[config.mk]
export PLATFORM = sky130hd
export DESIGN_NAME = unified_memory_arbiter
export DESIGN_NICKNAME = d
export VERILOG_FILES = /design/src/rtl/memory_arbiter_pkg.sv /design/src/rtl/round_robin_picker_2.sv /design/src/rtl/unified_memory_arbiter.sv
export SDC_FILE = /design/constraint.sdc
export NUM_CORES = 1
export LEC_CHECK = 0
export ABC_AREA = 1
export BUFFER_PORTS_ARGS = -buffer_cell sky130_fd_sc_hd__buf_4
export CAP_MARGIN = 20
export CORE_MARGIN = 5
export CORE_UTILIZATION = 37
export CTS_BUF_LIST = sky130_fd_sc_hd__clkbuf_16
export CTS_CLUSTER_SIZE = 24
export DETAILED_ROUTE_END_ITERATION = 7
export HOLD_SLACK_MARGIN = 0.12
export SLEW_MARGIN = 40
export SYNTH_ARGS = -nofsm -noshare
export SYNTH_HDL_FRONTEND = slang
export SYNTH_SLANG_ARGS = --single-unit
[constraint.sdc]
create_clock -name clock -period 3.55 [get_ports clock]
set_input_delay 0.355 -clock clock [delete_from_list [all_inputs] [get_ports clock]]
set_output_delay 0.355 -clock clock [all_outputs]
set_load 0.05 [all_outputs]
[src/rtl/memory_arbiter_pkg.sv]
// Shared encodings for the unified memory arbiter: FSM states, grant identities
// and the read value returned when the watchdog aborts an access.
package memory_arbiter_pkg;

    localparam logic [1:0] STATE_IDLE = 2'd0;
    localparam logic [1:0] STATE_BUSY = 2'd1;
    localparam logic [1:0] STATE_RESP = 2'd2;

    typedef enum logic [1:0] {
        IDLE = STATE_IDLE,
        BUSY = STATE_BUSY,
        RESP = STATE_RESP
    } arb_state_t;

    typedef enum logic {
        GRANT_INSTRUCTION = 1'b0,
        GRANT_DATA        = 1'b1
    } grant_t;

    localparam logic [31:0] ABORT_RDATA = 32'h0;

endpackage

[src/rtl/round_robin_picker_2.sv]
// Two-way round-robin winner select: a lone requester wins outright, a tie goes
// to whichever requester did not win the previous grant.
module round_robin_picker_2
    import memory_arbiter_pkg::*;
(
    input  logic   instruction_req,
    input  logic   data_req,
    input  grant_t last_grant,
    output logic   any_req,
    output grant_t winner,
    output logic   tie
);

    // Pick the winner from the pending requests and the previous grant
    always_comb begin
        any_req = instruction_req | data_req;
        tie     = instruction_req & data_req;
        winner  = GRANT_INSTRUCTION;
        if (tie) begin
            winner = (last_grant == GRANT_DATA) ? GRANT_INSTRUCTION : GRANT_DATA;
        end else if (data_req) begin
            winner = GRANT_DATA;
        end
    end

endmodule

[src/rtl/unified_memory_arbiter.sv]
// Shares one single-ported memory between the instruction-fetch and data ports.
// IDLE picks a requester, BUSY holds the access on the memory bus until
// mem_ready (or the watchdog fires), RESP pulses the winner's ack for one cycle.
module unified_memory_arbiter
    import memory_arbiter_pkg::*;
#(
    parameter int COUNT_WIDTH    = 16,
    parameter int TIMEOUT_CYCLES = 255
) (
    input  logic                   clock,
    input  logic                   reset,
    input  logic                   imem_req,
    input  logic [31:2]            imem_address,
    output logic                   imem_ack,
    output logic [31:0]            imem_rdata,
    input  logic                   dmem_req,
    input  logic [31:2]            dmem_address,
    input  logic                   dmem_write_enable,
    input  logic [31:0]            dmem_write_data,
    output logic                   dmem_ack,
    output logic [31:0]            dmem_rdata,
    output logic                   mem_req,
    output logic [31:2]            mem_address,
    output logic                   mem_write_enable,
    output logic [31:0]            mem_write_data,
    input  logic                   mem_ready,
    input  logic [31:0]            mem_rdata,
    output logic [COUNT_WIDTH-1:0] conflict_count,
    output logic                   timeout_error
);

    // wait_count only has to reach TIMEOUT_CYCLES-1
    localparam int WAIT_WIDTH = (TIMEOUT_CYCLES > 1) ? $clog2(TIMEOUT_CYCLES) : 1;
    localparam logic [WAIT_WIDTH-1:0]  WAIT_LIMIT = WAIT_WIDTH'(TIMEOUT_CYCLES - 1);
    localparam logic [COUNT_WIDTH-1:0] COUNT_MAX  = '1;

    arb_state_t            state;
    arb_state_t            next_state;
    grant_t                last_grant;
    grant_t                winner;
    logic                  any_req;
    logic                  tie;
    logic                  take_grant;
    logic                  finish_ok;
    logic                  finish_abort;
    logic [WAIT_WIDTH-1:0] wait_count;
    logic [31:2]           latched_address;
    logic                  latched_we;
    logic [31:0]           latched_wdata;

    round_robin_picker_2 picker (
        .instruction_req (imem_req),
        .data_req        (dmem_req),
        .last_grant      (last_grant),
        .any_req         (any_req),
        .winner          (winner),
        .tie             (tie)
    );

    // All outputs decode registered state only; async reset drops mem_req at once
    assign mem_req          = (state == BUSY);
    assign mem_write_enable = mem_req & latched_we;
    assign mem_address      = latched_address;
    assign mem_write_data   = latched_wdata;
    assign imem_ack         = (state == RESP) && (last_grant == GRANT_INSTRUCTION);
    assign dmem_ack         = (state == RESP) && (last_grant == GRANT_DATA);

    // State register
    always_ff @(posedge clock or negedge reset) begin
        if (!reset) begin
            state <= IDLE;
        end else begin
            state <= next_state;
        end
    end

    // Next-state logic and the one-cycle grant/completion/abort strobes
    always_comb begin
        next_state   = state;
        take_grant   = 1'b0;
        finish_ok    = 1'b0;
        finish_abort = 1'b0;
        case (state)
            IDLE: begin
                if (any_req) begin
                    next_state = BUSY;
                    take_grant = 1'b1;
                end
            end
            BUSY: begin
                if (mem_ready) begin
                    next_state = RESP;
                    finish_ok  = 1'b1;
                end else if (wait_count == WAIT_LIMIT) begin
                    next_state   = RESP;
                    finish_abort = 1'b1;
                end
            end
            RESP:    next_state = IDLE;
            default: next_state = IDLE;
        endcase
    end

    // Grant bookkeeping, watchdog, contention counter and read-data capture
    always_ff @(posedge clock or negedge reset) begin
        if (!reset) begin
            last_grant     <= GRANT_DATA;
            wait_count     <= '0;
            conflict_count <= '0;
            timeout_error  <= 1'b0;
            imem_rdata     <= '0;
            dmem_rdata     <= '0;
        end else begin
            if (take_grant) begin
                last_grant <= winner;
                if (tie && (conflict_count != COUNT_MAX)) begin
                    conflict_count <= conflict_count + 1'b1;
                end
            end
            if ((state == BUSY) && !mem_ready && !finish_abort) begin
                wait_count <= wait_count + 1'b1;
            end
            if (state == RESP) begin
                wait_count <= '0;
            end
            if ((finish_ok || finish_abort) && !latched_we) begin
                if (last_grant == GRANT_INSTRUCTION) begin
                    imem_rdata <= finish_ok ? mem_rdata : ABORT_RDATA;
                end else begin
                    dmem_rdata <= finish_ok ? mem_rdata : ABORT_RDATA;
                end
            end
            if (finish_abort) begin
                timeout_error <= 1'b1;
            end
        end
    end

    // Access latches: captured once at grant, stable for the whole BUSY period
    always_ff @(posedge clock) begin
        if (take_grant) begin
            if (winner == GRANT_DATA) begin
                latched_address <= dmem_address;
                latched_we      <= dmem_write_enable;
                latched_wdata   <= dmem_write_data;
            end else begin
                latched_address <= imem_address;
                latched_we      <= 1'b0;
                latched_wdata   <= '0;
            end
        end
    end

endmodule
* Word-level counts from Yosys, hierarchy flattened
Index checks and enable logic that the tools add are counted.
** Cells by class
- Eq/ne operators :: 6
- Bitwise operators :: 4
- Add/subtract/negate cells :: 2
- Reductions and logical operators :: 16
- Multiplexer cells :: 18
** Operators by type and width (number)
- 2-to-1 mux 32 bit :: 1
- 2-to-1 mux 30 bit :: 1
- adder 16 x 1 -> 16 bit, second input constant :: 1
- 2-to-1 mux 8 bit :: 2
- != test 16 bit, second input constant :: 1
- 2-to-1 mux 1 bit :: 10
- adder 8 x 1 -> 8 bit, second input constant :: 1
- equality test 8 bit, second input constant :: 1
- AND reduction 2 bit :: 4
- logical AND 1 bit :: 6
- 2-to-1 mux 2 bit :: 3
- case mux 2 bit (2 select lines) :: 1
- zero test 1 bit :: 3
- != test 3 x 1 -> 1 bit, second input constant :: 1
- AND 1 bit :: 2
- equality test 2 x 1 -> 1 bit, second input constant :: 1
- equality test 2 bit, second input constant :: 1
- zero test 2 bit :: 1
- != test 2 bit, second input constant :: 1
- nonzero test 2 bit :: 1
- logical OR 1 bit :: 1
- NOT 1 bit :: 1
- bitwise OR 1 bit :: 1
** Storage, ports and cells
- Flip-flop bits (word level) :: 155
- Logic and storage cells :: 56

* Longest topological paths before layout
Gate-level depths: netlist of run 1.
- Word-level depth :: 8
- Gate-level depth with buffers :: 10
- Gate-level depth less buffers :: 10

* Hierarchy
A second synthesis of run 1 with hierarchy kept.
** Unflattened totals
- Cells, all modules :: 769
- Area, all modules :: 6971.7 um2
** Modules (own cells, without submodules)
- unified_memory_arbiter :: cells an instance 764, area each 6949.2 um2, times used 1
- round_robin_picker_2 :: cells an instance 5, area each 22.5 um2, times used 1

* Worst setup path after synthesis of run 1
Ideal clock, no wire load.
- Path type :: register -> register
- Start point :: register state[1]
- End point :: register latched_we (enable)
- Data arrival time :: 1.999 ns
- Stages on the path, launching flop included :: 4
- Path buffers :: 0
- Path slack :: 1.134 ns
- Period minus slack after synthesis :: 2.416 ns
- Library setup time :: 0.417 ns
- Cell sequence :: dfrtp_1 -> nor2_4 -> o21ai_2 -> inv_1
** On the way
- Longest elaborated chain between the ends :: 2
** Ends and longest elaborated chain
- start: declaration :: RTL line unified_memory_arbiter.sv:37 : arb_state_t state;
- start signal: assignment :: RTL line unified_memory_arbiter.sv:73 : state <= next_state;
- zero test 2 bit :: RTL line unified_memory_arbiter.sv:83 : case (state)
- 2-to-1 mux 1 bit :: RTL line unified_memory_arbiter.sv:83
- net take_grant :: RTL line unified_memory_arbiter.sv:43 : logic take_grant;
- end signal: assignment :: RTL line unified_memory_arbiter.sv:144 : latched_we <= dmem_write_enable;
- end: declaration :: RTL line unified_memory_arbiter.sv:48 : logic latched_we;
The timed path passes the listed nets, and every way through them passes these cells.
A chain may end at the register's enable or synchronous reset.

* Worst setup path after layout of run 1
- Start point :: register last_grant
- End point :: output port dmem_ack
** On the way
- Longest elaborated chain between the ends :: 1
** Ends and longest elaborated chain
- start: declaration :: RTL line unified_memory_arbiter.sv:39 : grant_t last_grant;
- start signal: assignment :: RTL line unified_memory_arbiter.sv:115 : last_grant <= winner;
- logical AND 1 bit :: RTL line unified_memory_arbiter.sv:66 : assign dmem_ack = (state == RESP) && (last_grant == GRANT_DATA);
- end: declaration :: RTL line unified_memory_arbiter.sv:20 : output logic dmem_ack,
No other way between the ends.

==> results of run 1 <==
==> cell usage in the layout (no fill, tap or decap), types with 3 or more instances in the layout <==
| cell type | netlist | final |
|---|---|---|
| nand2_1 | 316 | 315 |
| buf_4 | 0 | 287 |
| dfrtp_1 | 91 | 91 |
| nand4_1 | 70 | 70 |
| edfxtp_1 | 63 | 63 |
| nor2_1 | 56 | 56 |
| inv_1 | 57 | 54 |
| clkbuf_16 | 0 | 17 |
| nand3_1 | 15 | 15 |
| o21ai_0 | 10 | 10 |
| nand2_2 | 4 | 5 |
| inv_2 | 1 | 5 |
| xnor2_1 | 5 | 5 |
| xor2_1 | 5 | 5 |
| inv_6 | 0 | 5 |
| nor2_2 | 4 | 4 |
| nor2_4 | 3 | 3 |
| ha_1 | 3 | 3 |
==> sequential cells by signal, summed over array words and instances (netlist names) <==
signal          flops
dmem_rdata         32
timeout_error       1
latched_we          1
imem_rdata         32
mem_write_data     32
last_grant          1
state               2
wait_count          8
conflict_count     16
mem_address        30
==> report_power, final <==
group	internal, mW	switching [mW]	total (mW)
Combinational	1.04	2.99	4.03
Sequential	2.52	0.329	2.85
Clock	0.992	0.799	1.79
Total	4.55	4.12	8.67
==> layout make-up <==
| class | instances | area (µm²) |
|---|---|---|
| multi-input combinational | 504 | 2330 |
| clock buffer | 17 | 425 |
| clock inverter | 15 | 155 |
| sequential | 155 | 4200 |
| inverter | 59 | 221 |
| tap | 234 | 293 |
| fill | 1793 | 8800 |
| timing repair buffer | 288 | 2160 |
==> cells by family after synthesis <==
group | synth area share, %
flops | 60.6
compound gates | 1.07
xor+xnor | 1.27
fa+ha+maj | 0.542
buf+inv | 5.80
simple gates | 30.7
==> per-layer routing <==
layer | global-route usage [%] | vias to the layer above | part of all wire, %
li1 | - | 2993 | -
met1 | 22.3 | 2750 | 41
met2 | 28.2 | 226 | 47
met3 | 8.67 | 19 | 11
met4 | 4.84 | 0 | 1.3
met5 | 0 | - | 0
==> worst max-delay path by stage <==
stage          startpoint                 end  slack (ps)  cells after the start
2_1_floorplan    state[1]          latched_we        1130                      3
6_report       last_grant            dmem_ack        1320                      3
3_5_place_dp     state[0]  mem_write_data[29]        1540                      4
5_1_grt        last_grant            dmem_ack        1180                      3
3_3_place_gp     state[0]  mem_write_data[16]        1530                      4
4_1_cts        last_grant            dmem_ack        1290                      3
==> worst max-delay path, cell delays in order, from the launching register on <==
cell and delay (ps):
dfstp_2 830, clkinv_1 230, nor2_1 170, buf_4 220
==> timing repair <==
item | 4_1_cts | 5_1_grt
setup buffers | 0 | 0
hold endpoints to repair | 39 | 0
hold buffers | 1 | 0
gates resized for setup | 0 | 0
==> stage by stage <==
step	util, %	instances
final	52.7	1272
after global routing	52.7	1272
after CTS	52.7	1272
after detailed placement	49.5	1239
after global placement	49.5	1239
after floorplan	-	756
==> impl_results.md, run 1 <==
* N_diodes at 0
* CTS tree: yes
* Synth cell types at 32
* Final Hold Viols at 0
* Nets at ~1200
* Grt ovf at 0
* Reg clk slew, reported paths at 60 ps
* WP data arrival at 1880 ps
* RR Endpoint: imem_rdata[12]
* Hold depth at 3
* Cells after Synth at 756
* F_max at 448 MHz
* Dpl cell area at 9190 µm²
* Syn_nets at between 800 and 900
* Hold_sp: mem_rdata[19]
* First-pass GRT wire length at a little over 30000 µm
* Element type at the critical path end: primary output
* Vias per Instance at 4.71
* Most common cell in the synthesized netlist: nand2_1
* CTS buffer count at 17
* Final worst setup slack at 1320 ps
* Die Ht at 147 µm
* Max Slew Vio Count at 0
* Wire length per cell at 15.3 µm
* Top cells by count, synth: nand2_1, dfrtp_1, nand4_1
* Rel. slew slack at 49.7%
* Final Instance Area at 9780 µm²
* Power density of the placed cells at roughly 900 nW/µm²
* Effective utilization at floorplan at 37.3%
* Die ar. at 21500 µm²
* Gpl congestion at 0.816
* Synth warn at 0
* Number of synthesized flops with an enable pin at 63
* Layout area overhead at 41.3%
* Final period utilization at 62.9%
* CP Launch Type: flop
* Hold Slack at 188 ps
* R2r worst-path depth at 5
* Pleak at 5.08 nW
* Setup-failing EPs final at 0
* Fin Setup TNS at 0 ps
* Chip width at 147 µm
* DP Wirelength at 14400 µm
* Seq/Total Area, Yosys at 60.6%
* Largest net degree at the start of global routing at 65
* Main flop type after synthesis: dfrtp_1
* Pre-CTS setup slack at 1540 ps
* Setup Crit Path Kind: flop to primary output
* CTS sink cnt at between 150 and 200
* Cell area after synthesis at 6920 µm²
* Avg Inst Size Synth at about 9.2 µm²
* Num ports at 277
* Worst Clk Skew at 10.1 ps
* Worst R2R Setup Slack at 1510 ps
* Post-synth ARST share at 59.4%
* DRT Wirelength at 19500 µm
* Buffers on Ports at 276
* Row cnt at 50
* Vias in the first global route at 5811
* Worst-Skew Late Latency at 420 ps
* Hold Path End: imem_rdata[19]
* Req. time, crit path at 3190 ps
* Status: finished, final reports clean
* Clock Tree Root: clkbuf_16
* Yosys reg bits at 155
* Tot Pwr at 8.67 mW
* Number of DRC violations after detailed-routing iteration 0 at around 300
* Htree depth at 4
* Detailed-route via count at around 6000
* Slew @ Worst Pin at 752 ps
* Cell taking the most area after synthesis: dfrtp_1
* R2r startpoint: last_grant
* Synth top area cells: dfrtp_1, edfxtp_1, nand2_1
* Total GRT Usage at 18.0%
* Peak VDD IR at around 0.43 mV
* Hold Crit Class: input pin to flop
* Pre-antenna DRT Iters at 4
* Layout cells sized above 1 at 33.2%
* Total core area at around 19000 µm²
* Max-cap viol count at 0
* Residual DRC count at 0
* Clock buffer depth at 2
* Remaining antenna violation count at 0
* RSZ-0062 raised after global routing: false
* Crit path max fanout at 23
* Initial antenna violation count at 0
* Final min period at 2230 ps
* Share of the synthesized area in the top cell type at 32.9%
No activity file was read; power rests on OpenSTA's default activity.
==> run 2: changes to the inputs <==
--- a/config.mk
+++ b/config.mk
@@ -14,6 +14,7 @@
 export CTS_CLUSTER_SIZE = 24
 export DETAILED_ROUTE_END_ITERATION = 7
 export HOLD_SLACK_MARGIN = 0.12
+export PLACE_DENSITY = 0.66
 export SLEW_MARGIN = 40
 export SYNTH_ARGS = -nofsm -noshare
 export SYNTH_HDL_FRONTEND = slang
==> constraint.sdc (replaced) <==
create_clock -name clock -period 1.8 [get_ports clock]
set_input_delay 0.18 -clock clock [delete_from_list [all_inputs] [get_ports clock]]
set_output_delay 0.18 -clock clock [all_outputs]
set_load 0.05 [all_outputs]
==> impl_results.md, run 2 (same netlist as run 1, synthesis figures left out) <==
* Setup-failing EPs final at 0 (unchanged)
* Switching pwr at 8.33 mW (+100%)
* Power density of the placed cells at 1580 nW/µm² (+78%)
* Met1 WL at 8530 µm (+8.0%)
* Rel. slew slack at 65.9% (+16 points)
* Total GRT Usage at 20.0% (+2.0 points)
* CP Launch Type: flop
* Final Hold Viols at 0 (unchanged)
* Htree depth at 4 (unchanged)
* Worst Clk Skew at 9.86 ps (-0.211 ps)
* Metal3 WL at 2260 µm (+4.7%)
* Num ports at 277 (unchanged)
* F_max at between 500 and 600 MHz
* Detailed-route via count at 6662 (+11%)
* Final period utilization at a little over nine tenths
* CP max-delay cell: dfstp_2
* Pleak at 5.69 nW (+12%)
* Leading cell types in the layout, fill and taps excluded: nand2_1, buf_4, dlygate4sd3_1
* P_int at 9.42 mW (+110%)
* Max Slew Vio Count at 0 (unchanged)
* CTS tree: yes
* Status: finished, final reports clean
* Most common cell after layout, fill and taps aside: nand2_1
* CTS buffer count at 17 (unchanged)
* Residual DRC count at 0 (unchanged)
* Highest routed metal layer: met4
* Combinational share of power at 48.2% (+1.7 points)
* N_diodes at 0 (unchanged)
* Hold Crit Class: input pin to flop
* Number of DRC violations after detailed-routing iteration 0 at 349 (+19%)
* Max incr delay on CP at 570 ps (-260 ps)
* Dpl cell area at 9360 µm² (+1.8%)
* Reg clk slew, reported paths at 60 ps (about the same)
* DP Wirelength at 14300 µm (-0.78%)
* Effective utilization at floorplan at 37.3% (unchanged)
* Hold Slack at 140 ps (-47.6 ps)
* Largest net degree at the start of global routing at 65 (unchanged)
* Switching Share at 46.9% (-0.62 points)
* Nets at 1293 (+12%)
* Row cnt at 50 (unchanged)
* Clock share of power at 20.6% (about the same)
* CP cell instances: clkinv_2 > nor2_2 > buf_4
* Clock buffer depth at 2 (unchanged)
* Req. time, crit path at 1620 ps (-1570 ps)
* Crit path max fanout at 6 (-74%)
* Buffers on Ports at 276 (unchanged)
* WP data arrival at 1510 ps (-370 ps)
* Element type at the critical path end: primary output
* Worst-Skew Late Latency at 420 ps (about the same)
* Vias in the first global route at 6690 (+15%)
* Clock Tree Root: clkbuf_16
* First-pass GRT wire length at 35000 µm (+12%)
* DRT Wirelength at 21800 µm (+12%)
* Final min period at around 1700 ps
* Crit path max-delay family: flip-flops
* Slew @ Worst Pin at 512 ps (-241 ps)
* Total core area at 18600 µm² (unchanged)
* Pre-antenna DRT Iters at 5 (+1)
* Final Instance Area at 11200 µm² (+15%)
* Remaining antenna violation count at 0 (unchanged)
* CTS sink cnt at 155 (unchanged)
* Peak VDD IR at 0.778 mV (+83%)
* Chip width at 147 µm (unchanged)
* Wire length per cell at 15.5 µm (+1.4%)
* RSZ-0062 raised after global routing: false
* Max-cap viol count at 0 (unchanged)
* Met2 wire len at 10700 µm (+17%)
* Initial antenna violation count at 0 (unchanged)
* Sequential share of power at 31.2% (-1.7 points)
* Setup Crit Path Kind: flop to primary output
* Gpl congestion at 0.837 (+2.6%)
* Die ar. at 21500 µm² (unchanged)
* Vias per Instance at 4.73 (+0.58%)
* Layout area overhead at 62.5%
* Grt ovf at 0 (unchanged)
* Die Ht at 147 µm (unchanged)
* Tot Pwr at 17.8 mW (+100%)
* Layout cells sized above 1 at 30.7% (-2.5 points)
* Final Core Density at 60.5% (+7.9 points)
* WP buf/inv at 2 (unchanged)
## run 2: cell types whose count changed in the layout (fill, tap and decap cells not counted), sizes merged
cell / delta
buf: +8
clkbuf: +1
clkinv: +1
dlygate4sd3: +127
inv: -2
## run 2: cell type report
cell class / count / area [µm²]
Inverter: 59 / 226
Fill cell: 1526 / 7330
Sequential cell: 155 / 4200
Timing Repair Buffer: 423 / 3580
Tap cell: 234 / 293
Multi-Input combinational cell: 504 / 2350
Clock inverter: 14 / 150
Clock buffer: 18 / 450
## run 2: per-layer routing
metal | GRT usage (%) | up-vias
li1 | - | 3260
met1 | 23.9 | 3108
met4 | 6.16 | 0
met2 | 33.3 | 269
met3 | 7.83 | 25
met5 | 0 | -
## run 2: per-stage QoR
stage / setup slack (ps) / cells / setup TNS [ps]
after floorplan: -115 / 756 / -7270
after global placement: 79.9 / 1247 / 0
after detailed placement: 24.7 / 1247 / 0
after CTS: 10.8 / 1407 / 0
after global routing: 17.1 / 1407 / 0
final: 106 / 1407 / 0
## run 2: power groups by stage
stage / clock network, mW / registers (mW) / logic [mW]
6_report: 3.65 / 5.54 / 8.55
5_1_grt: 3.90 / 5.67 / 9.05
4_1_cts: 3.73 / 5.54 / 8.58
3_5_place_dp: 0 / 5.59 / 8.33
3_3_place_gp: 0 / 5.57 / 8.27
2_1_floorplan: 0 / 9.05 / 2.00
## run 2: worst paths after layout
| path | start | endpoint | slack, ps | cells past startpoint |
|---|---|---|---|---|
| max in group asynchronous | reset | conflict_count[1] | 950 | 3 |
| worst max register to register | wait_count[0] | dmem_rdata[19] | 220 | 10 |
| worst min register to register | timeout_error | timeout_error | 470 | 1 |
| min in group asynchronous | reset | imem_rdata[29] | 270 | 2 |
| worst max-delay path | last_grant | dmem_ack | 110 | 3 |
| worst min-delay path | mem_ready | state[0] | 140 | 4 |
## run 2: worst register-to-register path: cells and delay by family (launching register included)
| family | cells | cell delay [ps] |
|---|---|---|
| fa+ha+maj | 1 | 150 |
| flops | 1 | 410 |
| buf+inv | 3 | 350 |
| simple gates | 6 | 560 |
## run 2: repair_timing
action / 4_1_cts / 5_1_grt
hold buffers: 128 / 0
setup endpoints to repair: 2 / 14
gates resized for setup: 2 / 4
hold endpoints to repair: 180 / 0
setup buffers: 0 / 0
==> run 3: changes to the inputs <==
--- a/config.mk
+++ b/config.mk
@@ -6,15 +6,14 @@
 export NUM_CORES = 1
 export LEC_CHECK = 0
 export ABC_AREA = 1
-export BUFFER_PORTS_ARGS = -buffer_cell sky130_fd_sc_hd__buf_4
 export CAP_MARGIN = 20
 export CORE_MARGIN = 5
 export CORE_UTILIZATION = 37
 export CTS_BUF_LIST = sky130_fd_sc_hd__clkbuf_16
 export CTS_CLUSTER_SIZE = 24
 export DETAILED_ROUTE_END_ITERATION = 7
+export DONT_BUFFER_PORTS = 1
 export HOLD_SLACK_MARGIN = 0.12
-export PLACE_DENSITY = 0.66
 export SLEW_MARGIN = 40
 export SYNTH_ARGS = -nofsm -noshare
 export SYNTH_HDL_FRONTEND = slang
==> impl_results.md, run 3 (same netlist as run 1, synthesis figures left out) <==
* Status: finished, violations left
* Failing checks: hold timing
* Layout cells sized above 1 at 11.0% (-20 points)
* CTS buffer count at 17 (unchanged)
* Total GRT Usage at 18.1% (-1.9 points)
* Power density of the placed cells at 1710 nW/µm² (+8.5%)
* Met3 Use GR at 8.42% (+0.59 points)
* Fin Setup TNS at 0 ps (unchanged)
* Peak VDD IR at 0.694 mV (-11%)
* Vias in the first global route at 5727 (-14%)
* Hold Crit Class: input pin to async pin
* Vias per Instance at 4.91 (+3.6%)
* Row cnt at 50 (unchanged)
* Max Slew Vio Count at 0 (unchanged)
* Die ar. at 21500 µm² (unchanged)
* Gpl congestion at 0.834 (-0.31%)
* Clock buffer depth at 2 (unchanged)
* Max-cap viol count at 0 (unchanged)
* Wire length per cell at 17.0 µm (+9.7%)
* Chip width at 147 µm (unchanged)
* CP max-delay cell: dfstp_2
* Setup-failing EPs final at 0 (unchanged)
* Most used routing layer: met2
* Met1 Usage GRT at 21.5% (-2.4 points)
* F_max at 588 MHz (-0.31%)
* N_diodes at 0 (unchanged)
* Final period utilization at 94.4% (+0.30 points)
* DRT Wirelength at 19700 µm (-10%)
* DP Wirelength at 12400 µm (-14%)
* Rel. slew slack at 64.3% (-1.6 points)
* Nets at 1040 (-20%)
* Final min period at 1700 ps (+5.34 ps)
* Leading cell types in the layout, fill and taps excluded: nand2_1, dlygate4sd3_1, dfrtp_1
* Crit path max fanout at 5 (-1)
* RSZ-0062 raised after global routing: false
* Total core area at 18600 µm² (unchanged)
* CTS Hold Bufs at 129 (+0.78%)
* Slew @ Worst Pin at 537 ps (+25.0 ps)
* WP data arrival at 1520 ps (about the same)
* Worst Clk Skew at 6.76 ps (-3.10 ps)
* Residual DRC count at 0 (unchanged)
* Critical path startpoint: last_grant
* Num ports at 277 (unchanged)
* Buffers on Ports at 0 (-100%)
* Pre-CTS setup slack at 45.4 ps (+20.7 ps)
* Pre-antenna DRT Iters at 5 (unchanged)
* Effective utilization at floorplan at 37.3% (unchanged)
* Initial antenna violation count at 0 (unchanged)
* Htree depth at 4 (unchanged)
* Detailed-route via count at 5661 (-15%)
* Layout area overhead at 34.1%
* R2r startpoint: wait_count[0]
* Element type at the critical path end: primary output
* Max incr delay on CP at 590 ps (+20 ps)
* Number of DRC violations after detailed-routing iteration 0 at 333 (-4.6%)
* Post-CTS Setup Inserts at 0 (unchanged)
* Largest net degree at the start of global routing at 93 (+43%)
* Pleak at 4.42 nW (-22%)
* First-pass GRT wire length at 31300 µm (-11%)
* Setup Crit Path Kind: flop to primary output
* Clock Tree Root: clkbuf_16
* Met2 usage at 29.1% (-4.3 points)
* Hold Slack at -540 ps (-680 ps)
* Final worst setup slack at 101 ps (-5.34 ps)
* Remaining antenna violation count at 0 (unchanged)
* Most common cell after layout, fill and taps aside: nand2_1
* Die Ht at 147 µm (unchanged)
* Final Hold Viols at 92 (+92)
* Worst-Skew Late Latency at 420 ps (about the same)
* CTS tree: yes
* CTS sink cnt at 155 (unchanged)
* CP cell instances: clkinv_2 > nor2_2 > buf_4
* Reg clk slew, reported paths at 60 ps (about the same)
* Layout fillers at 1620 (+6.2%)
* CP Launch Type: flop
* Req. time, crit path at 1620 ps (about the same)
* Grt ovf at 0 (unchanged)
run 3: timing repair:
| item | 4_1_cts | 5_1_grt |
|---|---|---|
| cloned | 0 | 0 |
| endpoints found under the hold margin | 227 | 92 |
| setup endpoints to repair | 2 | 24 |
| resized for setup | 3 | 5 |
run 3: path summary, 6_finish.rpt:
check / slack [ps] / endpoint / cells past startpoint
worst max-delay path: 100 / dmem_ack / 3
worst min-delay path: -540 / conflict_count[15] / 0
worst min register to register: 530 / wait_count[4] / 2
max in group asynchronous: 2160 / last_grant / 0
min in group clock: 180 / conflict_count[1] / 4
worst max register to register: 190 / dmem_rdata[22] / 10
run 3: cell type report:
type	count	area, µm²	share of cell area, %
Sequential cell	155	4200	45.2
Inverter	59	226	2.44
Tap cell	234	293	3.15
Clock inverter	15	150	1.62
Timing Repair Buffer	170	1640	17.7
Multi-Input combinational cell	504	2350	25.3
Clock buffer	17	425	4.58
run 3: routing by layer:
metal	up-vias	part of all wire [%]
met4	0	2.1
met3	32	11
met1	2616	39
met2	262	48
met5	-	0
li1	2751	-
run 3: worst max-delay path: cells and delay by family (launching register included):
family / cells / cell delay [ps]
buffers and inverters: 2 / 360
flip-flops: 1 / 590
AND/OR/NAND/NOR: 1 / 150
run 3: metrics by stage:
step	hold slack [ps]	util, %	power, mW	cell area, µm²	std cells
CTS	-567	49.9	16.0	9270	1154
global route	-570	50.0	16.6	9290	1154
detailed placement	-112	39.8	12.2	7400	993
floorplan	-116	-	11.1	6940	756
finish	-540	50.0	15.9	9290	1154
global placement	-112	39.8	12.1	7400	993
run 3: power breakdown:
part	internal (mW)	total, mW	switching [mW]	leakage [nW]
clock network	2.04	3.54	1.49	0.285
logic	1.05	3.21	2.16	2.32
registers	4.98	9.15	4.17	1.82
